## config.mk

```make
export PLATFORM = sky130hd
export DESIGN_NAME = uart_tx_arbiter
export DESIGN_NICKNAME = d
export VERILOG_FILES = /design/src/rtl/uart_tx_arbiter.sv
export SDC_FILE = /design/constraint.sdc
export NUM_CORES = 1
export LEC_CHECK = 0
export ABC_AREA = 0
export BUFFER_PORTS_ARGS = -buffer_cell sky130_fd_sc_hd__buf_2
export CAP_MARGIN = 20
export CORE_UTILIZATION = 30
export CTS_CLUSTER_SIZE = 8
export DETAILED_ROUTE_END_ITERATION = 8
export MAX_ROUTING_LAYER = met4
export PLACE_DENSITY_LB_ADDON = 0.05
export RECOVER_POWER = 50
export SKIP_CTS_REPAIR_TIMING = 1
export SLEW_MARGIN = 20
export SYNTH_ARGS = -nofsm -noshare
export SYNTH_HDL_FRONTEND = slang
export SYNTH_SLANG_ARGS = --single-unit
```

## constraint.sdc

```tcl
create_clock -name clk -period 2.4 [get_ports clk]
set_clock_uncertainty 0.05 [all_clocks]
set_input_delay 0 -clock clk [delete_from_list [all_inputs] [get_ports clk]]
set_output_delay 0 -clock clk [all_outputs]
set_load 0.05 [all_outputs]
```

## src/rtl/uart_tx_arbiter.sv

```systemverilog
`default_nettype none
// ============================================================================
// Module   : uart_tx_arbiter
// Purpose  : Two-requester front end for a single UART transmitter. Each
//            requester pushes words into its own FIFO. A round-robin
//            arbiter then launches one word at a time into the transmitter
//            with a one-cycle strobe. It waits out the transmitter's busy
//            period before it launches the next word.
// Revision : 1.0 - initial release
// ----------------------------------------------------------------------------
// Parameters
//   PAYLOAD_BITS : width of one UART word
//   FIFO_DEPTH   : entries per requester FIFO (power of two, >= 2)
// Ports
//   clk          : system clock, rising edge
//   resetn       : asynchronous active-low reset
//   req0_valid/req0_data/req0_ready : requester-0 push handshake
//   req1_valid/req1_data/req1_ready : requester-1 push handshake
//   uart_tx_en   : one-cycle transmit strobe
//   uart_tx_data : word to transmit; holds its value until the next grant
//   uart_tx_busy : transmitter busy flag (rises one cycle after the strobe)
//   fifo0_count  : occupancy of requester-0 FIFO
//   fifo1_count  : occupancy of requester-1 FIFO
//   grant_id     : requester that owns the most recently launched word
// ============================================================================
module uart_tx_arbiter #(
   parameter int PAYLOAD_BITS = 8,
   parameter int FIFO_DEPTH   = 4
) (
   input  logic                          clk,
   input  logic                          resetn,
   input  logic                          req0_valid,
   input  logic [PAYLOAD_BITS-1:0]       req0_data,
   output logic                          req0_ready,
   input  logic                          req1_valid,
   input  logic [PAYLOAD_BITS-1:0]       req1_data,
   output logic                          req1_ready,
   output logic                          uart_tx_en,
   output logic [PAYLOAD_BITS-1:0]       uart_tx_data,
   input  logic                          uart_tx_busy,
   output logic [$clog2(FIFO_DEPTH):0]   fifo0_count,
   output logic [$clog2(FIFO_DEPTH):0]   fifo1_count,
   output logic                          grant_id
);

   localparam int PTR_W = $clog2(FIFO_DEPTH);
   localparam int CNT_W = PTR_W + 1;
   localparam logic [CNT_W-1:0] DEPTH_C = CNT_W'(FIFO_DEPTH);

   // FSM encoding
   localparam logic [1:0] ST_IDLE   = 2'd0;
   localparam logic [1:0] ST_LAUNCH = 2'd1;
   localparam logic [1:0] ST_GUARD  = 2'd2;
   localparam logic [1:0] ST_WAIT   = 2'd3;

   // Per-requester views, indexed by requester number
   logic [1:0]                         push_valid;
   logic [1:0][PAYLOAD_BITS-1:0]       push_data;
   logic [1:0]                         push_ready;
   logic [1:0]                         push_fire;
   logic [1:0]                         pop;
   logic [1:0]                         not_empty;
   logic [1:0][PAYLOAD_BITS-1:0]       head_data;
   logic [1:0][CNT_W-1:0]              count;

   // Arbiter / FSM state
   logic [1:0]                         state;
   logic                               last_grant;
   logic                               grant_go;
   logic                               winner;

   assign push_valid   = {req1_valid, req0_valid};
   assign push_data[0] = req0_data;
   assign push_data[1] = req1_data;

   assign req0_ready   = push_ready[0];
   assign req1_ready   = push_ready[1];
   assign fifo0_count  = count[0];
   assign fifo1_count  = count[1];

   // -------------------------------------------------------------------------
   // Requester FIFOs
   // -------------------------------------------------------------------------
   for (genvar g = 0; g < 2; g++) begin : g_fifo
      logic [PAYLOAD_BITS-1:0] mem [FIFO_DEPTH];
      logic [PTR_W-1:0]        wr_ptr;
      logic [PTR_W-1:0]        rd_ptr;
      logic [CNT_W-1:0]        cnt;

      // Ready comes from the registered count only. A full FIFO therefore
      // refuses a push even on the same edge that it pops.
      assign push_ready[g] = (cnt < DEPTH_C);
      assign push_fire[g]  = push_valid[g] & push_ready[g];
      assign not_empty[g]  = (cnt != '0);
      assign head_data[g]  = mem[rd_ptr];
      assign count[g]      = cnt;

      // Storage needs no reset. Occupancy is tracked by cnt and the pointers.
      always_ff @(posedge clk) begin
         if (push_fire[g]) begin
            mem[wr_ptr] <= push_data[g];
         end
      end

      // The pointers are exactly PTR_W bits wide, so they wrap modulo FIFO_DEPTH.
      always_ff @(posedge clk or negedge resetn) begin
         if (!resetn) begin
            wr_ptr <= '0;
            rd_ptr <= '0;
            cnt    <= '0;
         end else begin
            if (push_fire[g]) begin
               wr_ptr <= wr_ptr + 1'b1;
            end
            if (pop[g]) begin
               rd_ptr <= rd_ptr + 1'b1;
            end
            case ({push_fire[g], pop[g]})
               2'b10:   cnt <= cnt + 1'b1;
               2'b01:   cnt <= cnt - 1'b1;
               default: cnt <= cnt;
            endcase
         end
      end
   end

   // -------------------------------------------------------------------------
   // Round-robin winner selection and pop generation
   // -------------------------------------------------------------------------
   always_comb begin
      grant_go = (state == ST_IDLE) && (|not_empty) && !uart_tx_busy;
      // When both FIFOs have data, the requester that was not granted last
      // wins. Otherwise the only non-empty FIFO wins.
      if (&not_empty) begin
         winner = ~last_grant;
      end else begin
         winner = not_empty[1];
      end
      pop = 2'b00;
      if (grant_go) begin
         pop = winner ? 2'b10 : 2'b01;
      end
   end

   // -------------------------------------------------------------------------
   // Launch FSM
   //   IDLE   : wait for data and an idle transmitter, then grant and pop
   //   LAUNCH : uart_tx_en high for exactly this cycle
   //   GUARD  : busy is not valid yet (it rises a cycle after the strobe)
   //   WAIT   : hold until the transmitter drops busy
   // -------------------------------------------------------------------------
   always_ff @(posedge clk or negedge resetn) begin
      if (!resetn) begin
         state        <= ST_IDLE;
         uart_tx_en   <= 1'b0;
         uart_tx_data <= '0;
         grant_id     <= 1'b0;
         last_grant   <= 1'b1;   // requester 0 wins the first tie
      end else begin
         uart_tx_en <= 1'b0;
         case (state)
            ST_IDLE: begin
               if (grant_go) begin
                  state        <= ST_LAUNCH;
                  uart_tx_en   <= 1'b1;
                  uart_tx_data <= head_data[winner];
                  grant_id     <= winner;
                  last_grant   <= winner;
               end
            end
            ST_LAUNCH: begin
               state <= ST_GUARD;
            end
            ST_GUARD: begin
               state <= ST_WAIT;
            end
            ST_WAIT: begin
               if (!uart_tx_busy) begin
                  state <= ST_IDLE;
               end
            end
            default: begin
               state <= ST_IDLE;
            end
         endcase
      end
   end

endmodule
`default_nettype wire

```

## Word level (Yosys, flattened, before mapping)

Memories as Yosys holds them, arrays and structs flattened.
Index checks and enable logic that the tools add are counted.

- Add/subtract/negate cells: 8
- $mul: 0
- Div/mod/pow operators: 0
- Order comparisons: 3
- Eq/ne operators: 9
- Shift operators: 0
- Mux-type cells: 16
- Bitwise gates (word level): 3
- Reduce and logical (&&, ||, !) cells: 12

Operators with widths:

| kind | number |
|---|---|
| $mux W8 | 2 |
| $pmux W3 S2 | 2 |
| $add A2 B1 Y2 const B | 4 |
| $eq A2 B2 Y1 const B | 4 |
| $mux W2 | 4 |
| $pmux W2 S4 | 1 |
| $mux W1 | 7 |
| $add A3 B1 Y3 const B | 2 |
| $eq A2 B1 Y1 const B | 3 |
| $lt A3 B3 Y1 const B | 2 |
| $reduce_and A2 Y1 | 3 |
| $reduce_bool A3 Y1 | 2 |
| $sub A3 B1 Y3 const B | 2 |
| $ne A2 B2 Y1 const B | 2 |
| $reduce_bool A2 Y1 | 2 |
| $and A1 B1 Y1 | 2 |
| $logic_and A1 B1 Y1 | 2 |
| $logic_not A2 Y1 | 1 |
| $lt A1 B2 Y1 const B | 1 |
| $reduce_or A2 Y1 | 1 |
| $logic_not A1 Y1 | 1 |
| $not A1 Y1 | 1 |

- Register bits after elaboration: 27
- Latch bits: 0
- Memory bits (writable): 64
- ROM bits: 0
- Input bits: 21
- Output and inout port bits: 18
- Word-level logic and storage cells: 64
- Memories: 2

Memories:

| name | depth | bits a word | rd ports | clocked after memory_dff | wr ports | RTL line | text |
|---|---|---|---|---|---|---|---|
| g_fifo[0].mem | 4 | 8 | 1 | 0 | 1 | 85 | `logic [PAYLOAD_BITS-1:0] mem [FIFO_DEPTH];` |
| g_fifo[1].mem | 4 | 8 | 1 | 0 | 1 | 85 |  |

## Depth between registers and ports, before layout

Gate-level depths: netlist (run 1).

- Depth after elaboration: 7
- Gate-level depth with buffers: 12
- Gate-level depth less buffers: 11

## Worst setup path after synthesis (run 1)

Ideal clock, no wire load.

- Path kind: register to register
- From: register g_fifo[0].cnt[1] (netlist: fifo0_count[1])
- To: register g_fifo[1].cnt[2] (netlist: fifo1_count[2])
- Setup time: 0.139 ns
- Arrival time: 2.284 ns
- Data required time: 2.211 ns
- Setup slack: -0.073 ns
- Cell stages (with the launch flop): 9
- Path buffers: 0
- Period minus slack after synthesis: 2.473 ns
- Path through: dfrtp_1 o31ai_2 and3_1 ha_1 inv_1 fa_1 xor2_1 nor2_1 xnor2_1

- Word-level cells in the longest chain between the ends: 7
- Elaborated cells between the ends (all ways): 12
- Classes of those cells: eq/ne (2); mux (4); reduce/logical (6)

RTL lines:

| item | RTL line | text |
|---|---|---|
| start, declared | 88 | `logic [CNT_W-1:0] cnt;` |
| start signal, assigned | 119 | `2'b10: cnt <= cnt + 1'b1;` |
| start signal, assigned | 120 | `2'b01: cnt <= cnt - 1'b1;` |
| start signal, assigned | 121 | `default: cnt <= cnt;` |
| $reduce_bool A3 Y1 (*) | 94 | `assign not_empty[g] = (cnt != '0);` |
| $reduce_and A2 Y1 / $reduce_or A2 Y1 (equally long branches) | 134, 131 |  |
| $mux W1 / $logic_and A1 B1 Y1 (equally long branches) | 134, 131 |  |
| $mux W2 / $logic_and A1 B1 Y1 (equally long branches) | 141, 131 |  |
| $mux W2 (*) | 140 | `if (grant_go) begin` |
| net pop[1] | 61 | `logic [1:0] pop;` |
| $eq A2 B1 Y1 / $eq A2 B2 Y1 (equally long branches) | 118 | `case ({push_fire[g], pop[g]})` |
| $pmux W3 S2 / $reduce_bool A2 Y1 (equally long branches) | n/a |  |
| end signal, assigned | 119 |  |
| end signal, assigned | 120 |  |
| end signal, assigned | 121 |  |
| end, declared | 88 |  |

Mark *: on every way through the listed nets, which the timed path passes. The rest lies on a longest branch.
A chain may end at the register's enable or synchronous reset.

## Final worst setup path (run 1)

- From: register state[0]
- To: register g_fifo[1].cnt[2] (netlist: fifo1_count[2])

- Word-level cells in the longest chain between the ends: 6
- Elaborated cells between the ends (all ways): 8
- Classes of those cells: eq/ne (2); mux (2); reduce/logical (4)

RTL lines:

| item | RTL line | text |
|---|---|---|
| start, declared | 67 | `logic [1:0] state;` |
| start signal, assigned | 154 | `state <= ST_IDLE;` |
| start signal, assigned | 164 | `state <= ST_LAUNCH;` |
| start signal, assigned | 172 | `state <= ST_GUARD;` |
| $logic_not A2 Y1 (*) | 131 | `grant_go = (state == ST_IDLE) && (\|not_empty) && !uart_tx_busy;` |
| $logic_and A1 B1 Y1 (*) (2 in series) | 131 |  |
| $mux W2 (*) | 140 |  |
| net pop[1] | 61 |  |
| $eq A2 B1 Y1 / $eq A2 B2 Y1 (equally long branches) | 118 |  |
| $pmux W3 S2 / $reduce_bool A2 Y1 (equally long branches) | n/a |  |

Marks and branches as above.

==> metrics.log, run 1 <==
[metrics] utilization after layout: 38.7%
[metrics] clock power share: 25.4%
[metrics] Leak Pwr: 1.78 nW
[metrics] cell row count: 40
[metrics] number of iterations in the first detailed-routing pass: 4
[metrics] power density over the cells: 1300 mW/mm2
[metrics] worst skew pair latency: 340 ps
[metrics] CTS root buffer: clkbuf_16
[metrics] share of the yosys chip area belonging to registers: 68.3%
[metrics] area growth from synthesis to layout: 24.3%
[metrics] transition at the pin with the smallest max-transition slack: 1600 ps
[metrics] worst path arrival time: 2430 ps
[metrics] final estimated routing congestion in global placement: 0.697
[metrics] number of maximum-capacitance violations: 1
[metrics] maximum number of pins on one net before global-route repair: 28
[metrics] Main synth FF type: edfxtp_1
[metrics] synthesized area: 0.00381 mm2
[metrics] smallest hold slack: 97.6 ps
[metrics] num ports: 39
[metrics] Clock Path Buffers: 2
[metrics] CTS Buf Count: 9
[metrics] portion of total power attributed to combinational logic: 35.3%
[metrics] Critical Path Slowest Stage Cell: dfrtp_1
[metrics] run status: finished, violations left
[metrics] Tot GR Track Use: 12.7%
[metrics] starting DRC count in detailed routing: 79
[metrics] post-synthesis sequential element count: 91
[metrics] die span in y: 115 um
[metrics] Max IR drop VDD: 0.000499 V
[metrics] proportion of total power due to net switching: 36.8%
[metrics] setup repair after global routing missed its margin: false
[metrics] internal power: 0.00388 W
[metrics] CTS H-Tree Depth: 3
[metrics] kind of cell adding the most delay to the critical path: adder cells
[metrics] violated checks: capacitance limit, slew limit
[metrics] remaining antenna violation count: 0
[metrics] Port Buf Inserts: 38
[metrics] Worst Path Max Fanout: 4
[metrics] fill cell total of the finished layout: 1196
[metrics] number of global-route vias before repair: 2085
[metrics] worst-case headroom to the max-slew limit: -6.97%
[metrics] cell chain of the critical path: inv_1, ha_1, nor2b_4, and3_4, ha_1, inv_1, fa_1, xor2_1, nor2_1, xnor2_1
[metrics] CP bufs+invs: 2
[metrics] fraction of registers with async set/reset: 29.7%
[metrics] final number of setup-violating endpoints: 0
[metrics] top post-synthesis cells by area: edfxtp_1, dfrtp_1, mux4_2
[metrics] maximum operating frequency: 0.452 GHz
[metrics] Crit Path Category: reg -> reg
[metrics] total overflow reported by the global router: 0
[metrics] number of synthesized flops with an enable pin: 64
[metrics] shortest clock period the worst path allows after layout: 2210 ps
[metrics] ratio of cells with drive above 1 in the final layout: 21.0%
[metrics] required time reported for the critical path endpoint: 2620 ps
[metrics] post-DR wirelength/cell: 15.5 um
[metrics] remaining design rule violation count: 0
[metrics] part of the power in registers: 39.3%
[metrics] Hold Path Class: in -> reg
[metrics] post-route total power: 0.00615 W
[metrics] initial antenna violation count: 0
[metrics] cell count after synthesis: 231
[metrics] Post-DP HPWL: 4950 um
[metrics] element type at the critical path end: register
[metrics] Final Net Count: 332
[metrics] Synth Warn #: 0
[metrics] area leader, netlist: edfxtp_1
[metrics] number of antenna diodes: 0
[metrics] overall die area: 0.0131 mm2
[metrics] final critical-path share of the clock period: 92.2%
[metrics] final hold violation count: 0
[metrics] Core ar.: 0.0122 mm2
[metrics] WL final: 7250 um
[metrics] combined area of the multi-input logic cells: 0.00106 mm2
[metrics] clock slew seen by the registers of the worst setup and hold paths: 70 ps
[metrics] Initial Util: 31.2%
[metrics] post-synth cell types: 28
[metrics] crit-path max cell delay: 380 ps
[metrics] Mapped Avg Cell Area: 16.5 um2
[metrics] Sequential cell area: 0.00261 mm2
[metrics] post-route setup TNS: 0 ps
[metrics] CTS tree: built
[metrics] total nets after synthesis: 268
[metrics] worst-case setup margin in the final layout: 187 ps
[metrics] CP Launch Type: register
[metrics] net switching power of the design: 0.00226 W
[metrics] average vias per placed instance: 4.33
[metrics] wire length of the first global-routing pass: 11600 um
[metrics] Die Wd: 115 um
[metrics] final slew viol count: 28
[metrics] post-placement setup slack: 66.0 ps
[metrics] list of most frequent post-synthesis cells: edfxtp_1, inv_1, dfrtp_1
[metrics] via total after detailed routing: 2025
[metrics] share of the synthesized area in the top cell type: 50.5%
[metrics] count leader, synth: edfxtp_1
[metrics] number of sinks driven by the clock tree: 91
## layout make-up
class	instances	share of cell area [%]
tap	168	4.44
inverter	34	2.70
timing repair buffer	63	8.44
clock buffer	9	4.76
clock inverter	7	2.22
multi-input combinational	96	22.4
sequential	91	55.1
## registers in the layout, summed over array words and instances, names as in the netlist
| register | flops |
|---|---|
| g_fifo.rd_ptr | 4 |
| g_fifo.mem | 64 |
| fifo0_count | 3 |
| uart_tx_en | 1 |
| uart_tx_data | 8 |
| fifo1_count | 3 |
| g_fifo.wr_ptr | 4 |
| grant_id | 1 |
| last_grant | 1 |
| state | 2 |
## power by group through the flow
stage / registers [W] / clock network [W] / logic, W
2_1_floorplan: 0.00275 / 0 / 0.00127
3_3_place_gp: 0.00246 / 0 / 0.00221
3_5_place_dp: 0.00246 / 0 / 0.00220
4_1_cts: 0.00244 / 0.00161 / 0.00221
5_1_grt: 0.00249 / 0.00166 / 0.00241
6_report: 0.00242 / 0.00156 / 0.00217
## per-stage QoR
step / instance area [um2] / instances
4_1_cts: 4580 / 451
3_3_place_gp: 4250 / 435
6_report: 4730 / 468
2_1_floorplan: 3820 / 231
5_1_grt: 4730 / 468
3_5_place_dp: 4250 / 435
## final timing paths
check | startpoint | end | slack, ps | depth (start not counted)
worst max-delay path | state[0] | fifo1_count[2] | 190 | 10
worst min-delay path | uart_tx_busy | state[0] | 100 | 4
worst max register to register | state[0] | fifo1_count[2] | 190 | 10
worst min register to register | fifo1_count[0] | fifo1_count[0] | 460 | 1
max in group asynchronous | resetn | fifo1_count[2] | 710 | 2
min in group asynchronous | resetn | g_fifo[0].wr_ptr[0] | 540 | 2
## worst min-delay path: stages
cell and delay, ps:
buf_2 110, o21ai_0 80, o31a_1 140, mux2i_1 120
## cell usage in the layout (no fill, tap or decap), drive strengths merged, types with 2 or more instances in the layout
cell type,netlist,routed
edfxtp,64,64
inv,34,38
clkbuf,6,34
dfrtp,26,26
buf,4,21
dlygate4sd3,0,17
mux4,16,16
ha,14,14
xnor2,9,9
nand4,9,9
and2,8,8
o221ai,8,8
o21ai,4,4
o21a,3,3
xor2,3,3
nand2,3,3
nor2,3,3
nor2b,3,3
or3,2,2
mux2i,2,2
fa,2,2
bufinv,0,2
## per-layer routing
layer / wire length, um / vias to the layer above / track usage, % / share of wire (%)
met3: 234 / 6 / 4.61 / 3.2
met5: 0 / - / - / 0
li1: - / 972 / - / -
met1: 3430 / 1012 / 15.6 / 47
met4: 78 / 0 / 4.16 / 1.1
met2: 3510 / 35 / 19.6 / 48
## cell families (layout without fill, tap and decap cells)
group,after synthesis,count (layout),share of synthesized area [%]
compound gates,19,19,3.94
xor+xnor,12,12,2.76
fa+ha+maj,16,16,5.65
buf+inv,44,113,4.47
flops,91,91,68.3
mux,19,19,10.4
simple gates,30,30,4.50
Note: power is estimated with default switching activity, not from simulation.
==> inputs of run 2 (changes only) <==
--- a/config.mk
+++ b/config.mk
@@ -5,7 +5,7 @@
 export SDC_FILE = /design/constraint.sdc
 export NUM_CORES = 1
 export LEC_CHECK = 0
-export ABC_AREA = 0
+export ABC_AREA = 1
 export BUFFER_PORTS_ARGS = -buffer_cell sky130_fd_sc_hd__buf_2
 export CAP_MARGIN = 20
 export CORE_UTILIZATION = 30
==> run 2 against run 1 <==
Against the previous run: the run ends with hold timing, capacitance limit, slew limit left; total power is 1.3% higher; critical endpoint is now fifo0_count[2]; cell count is 29% higher; largest power group is now combinational cells; sequential power is 3% lower; synthesized cell count is 53% higher; maximum frequency is 2.9% higher; sequential share of layout area is 1.9 points lower; critical path type unchanged.
==> metrics.log, run 2 <==
[metrics] Crit Path Category: reg -> reg
[metrics] area growth from synthesis to layout: 22.2%
[metrics] final critical-path share of the clock period: 89.6%
[metrics] portion of total power attributed to combinational logic: 39.2%
[metrics] proportion of total power due to net switching: 41.6%
[metrics] clock power share: 23.0%
[metrics] run status: finished, violations left
[metrics] mux share of post-synthesis cell area: 0%
[metrics] number of iterations in the first detailed-routing pass: 4
[metrics] xor and xnor area share after synthesis: 1.75%
[metrics] violated checks: hold timing, capacitance limit, slew limit
[metrics] largest registers: g_fifo.mem x64, uart_tx_data x8
[metrics] required time reported for the critical path endpoint: 2580 ps
[metrics] net switching power of the design: 0.00259 W
[metrics] power density over the cells: 1270 mW/mm2
[metrics] total overflow reported by the global router: 0
[metrics] post-DR wirelength/cell: 13.8 um
[metrics] Simple-Gate Fraction of Synth Area: 16.3%
[metrics] total nets after synthesis: 391
[metrics] Die Wd: 118 um
[metrics] top post-synthesis cells by area: edfxtp_1, dfrtp_1, nand2_1
[metrics] Max IR drop VDD: 0.000415 V
[metrics] final number of setup-violating endpoints: 0
[metrics] placed cell count: 568
[metrics] Main synth FF type: edfxtp_1
[metrics] wire length of the first global-routing pass: 13800 um
[metrics] CP Launch Type: register
[metrics] starting DRC count in detailed routing: 131
[metrics] Mapped Avg Cell Area: 11.3 um2
[metrics] area leader, netlist: edfxtp_1
[metrics] final estimated routing congestion in global placement: 0.712
[metrics] Hold Path Class: in -> reg
[metrics] number of global-route vias before repair: 2508
[metrics] Port Buf Inserts: 38
[metrics] die span in y: 118 um
[metrics] cell row count: 41
[metrics] max FFs per register: 64
[metrics] summed area of non-filler cells in the final layout: 0.00490 mm2
[metrics] maximum number of pins on one net before global-route repair: 28
[metrics] post-synth cell types: 28
[metrics] post-route setup TNS: 0 ps
[metrics] CTS Buf Count: 9
[metrics] clock slew seen by the registers of the worst setup and hold paths: 70 ps
[metrics] CTS root buffer: clkbuf_16
[metrics] post-placement cell area: 0.00444 mm2
[metrics] Core ar.: 0.0128 mm2
[metrics] final hold violation count: 2
[metrics] internal power: 0.00364 W
[metrics] WL final: 8300 um
[metrics] via total after detailed routing: 2597
[metrics] num ports: 39
[metrics] Worst Path Max Fanout: 4
[metrics] list of most frequent post-synthesis cells: nand2_1, edfxtp_1, nor2_1
[metrics] number of antenna diodes: 0
[metrics] post-placement setup slack: 131 ps
[metrics] number of sinks driven by the clock tree: 91
[metrics] Tot GR Track Use: 13.7%
[metrics] overall die area: 0.0138 mm2
[metrics] synthesized area: 0.00401 mm2
[metrics] worst-case headroom to the max-slew limit: -4.39%
[metrics] share of the yosys chip area belonging to registers: 64.8%
[metrics] worst-case setup margin in the final layout: 249 ps
[metrics] remaining design rule violation count: 0
[metrics] remaining antenna violation count: 0
[metrics] cell count after synthesis: 354
[metrics] Final Net Count: 463
[metrics] CTS H-Tree Depth: 3
[metrics] shortest clock period the worst path allows after layout: 2150 ps
[metrics] final slew viol count: 28
[metrics] Leak Pwr: 1.95 nW
[metrics] Clock Path Buffers: 2
[metrics] worst skew pair latency: 350 ps
[metrics] transition at the pin with the smallest max-transition slack: 1570 ps
[metrics] largest register by flop count: g_fifo.mem
[metrics] CTS tree: built
[metrics] largest family of logic cells by synthesized area: simple AND/OR/NAND/NOR gates
[metrics] number of synthesized flops with an enable pin: 64
[metrics] smallest hold slack: -4.76 ps
[metrics] Post-DP HPWL: 5620 um
[metrics] maximum operating frequency: 0.465 GHz
[metrics] adder-cell share of the synthesized area: 5.37%
[metrics] leading cell type in the layout, fill and taps excluded: nand2_1
[metrics] number of maximum-capacitance violations: 1
[metrics] share of the synthesized area in the top cell type: 48.0%
[metrics] part of the power in registers: 37.7%
[metrics] element type at the critical path end: register
[metrics] fraction of registers with async set/reset: 29.7%
[metrics] commonest cells after routing, fill and taps aside: nand2_1, edfxtp_1, nor2_1, o21ai_0, clkbuf_1
[metrics] ratio of cells with drive above 1 in the final layout: 18.3%
[metrics] count leader, synth: nand2_1
[metrics] Synth Warn #: 0
[metrics] final cell count without fillers: 603
[metrics] compound-gate portion of the synthesized area: 6.34%
[metrics] average vias per placed instance: 4.31
[metrics] fill cell total of the finished layout: 1328
[metrics] setup repair after global routing missed its margin: false
[metrics] worst path arrival time: 2330 ps
[metrics] initial antenna violation count: 0
[metrics] post-synthesis sequential element count: 91
[metrics] Initial Util: 31.2%
## run 2: cell types whose count changed after synthesis, moves of 6 or more
cell and change:
mux4_2 -16, inv_1 -17, nand3_1 +18, o21ai_0 +32, o21ai_1 +9, and2_1 -8
nor2_1 +41, buf_4 +6, nand2_1 +69, inv_2 +9, o221ai_1 -8, nand4_1 -9
## run 2: worst paths after layout
check | from | cells after the start | to | slack, ps
hold reg to reg | last_grant | 2 | last_grant | 430
setup / recovery | state[0] | 14 | fifo0_count[2] | 250
setup reg to reg | state[0] | 14 | fifo0_count[2] | 250
max in group asynchronous | resetn | 2 | fifo1_count[2] | 750
min in group asynchronous | resetn | 2 | g_fifo[0].wr_ptr[0] | 520
hold / removal | uart_tx_busy | 4 | state[0] | -5
## run 2: worst max-delay path: stages, from the launching register on
cell	delay, ps
dfrtp_1	400
inv_2	80
ha_2	180
inv_2	40
nor2_4	90
inv_2	50
nor2_4	120
nand2_4	70
inv_2	60
ha_1	130
inv_1	70
fa_2	340
a21oi_1	130
o21ai_1	80
xor2_1	140
## run 2: cells by family (layout without fill, tap and decap cells)
kind of cell,count (synthesis),after routing
compound gates,50,50
xor+xnor,8,8
fa+ha+maj,16,16
buf+inv,41,118
flops,91,91
simple gates,148,148
## run 2: layout make-up
class	count	area, um2	area share, %
clock buffer	9	225	4.60
clock inverter	7	73.8	1.51
inverter	29	119	2.43
multi-input combinational	222	1200	24.5
sequential	91	2600	53.1
tap	172	215	4.40
timing repair buffer	73	463	9.46
## run 2: metrics by stage
step / total power [W] / util [%]
floorplan: 0.00423 / -
global placement: 0.00485 / 34.6
detailed placement: 0.00486 / 34.6
CTS: 0.00633 / 36.9
global route: 0.00672 / 38.2
finish: 0.00623 / 38.2
## run 2: power groups by stage
stage          sequential, W  combinational (W)  clock, W
2_1_floorplan        0.00269            0.00153         0
3_3_place_gp         0.00240            0.00245         0
3_5_place_dp         0.00239            0.00247         0
4_1_cts              0.00236            0.00248   0.00149
5_1_grt              0.00240            0.00276   0.00155
6_report             0.00235            0.00244   0.00144
## run 2: layer usage
| layer | up-vias | share of wire [%] | routed length, um | global-route usage (%) |
|---|---|---|---|---|
| li1 | 1325 | - | - | - |
| met1 | 1218 | 51 | 4260 | 18.4 |
| met2 | 43 | 43 | 3590 | 19.5 |
| met3 | 11 | 3.5 | 290 | 3.63 |
| met4 | 0 | 1.9 | 159 | 5.77 |
| met5 | - | 0 | 0 | - |
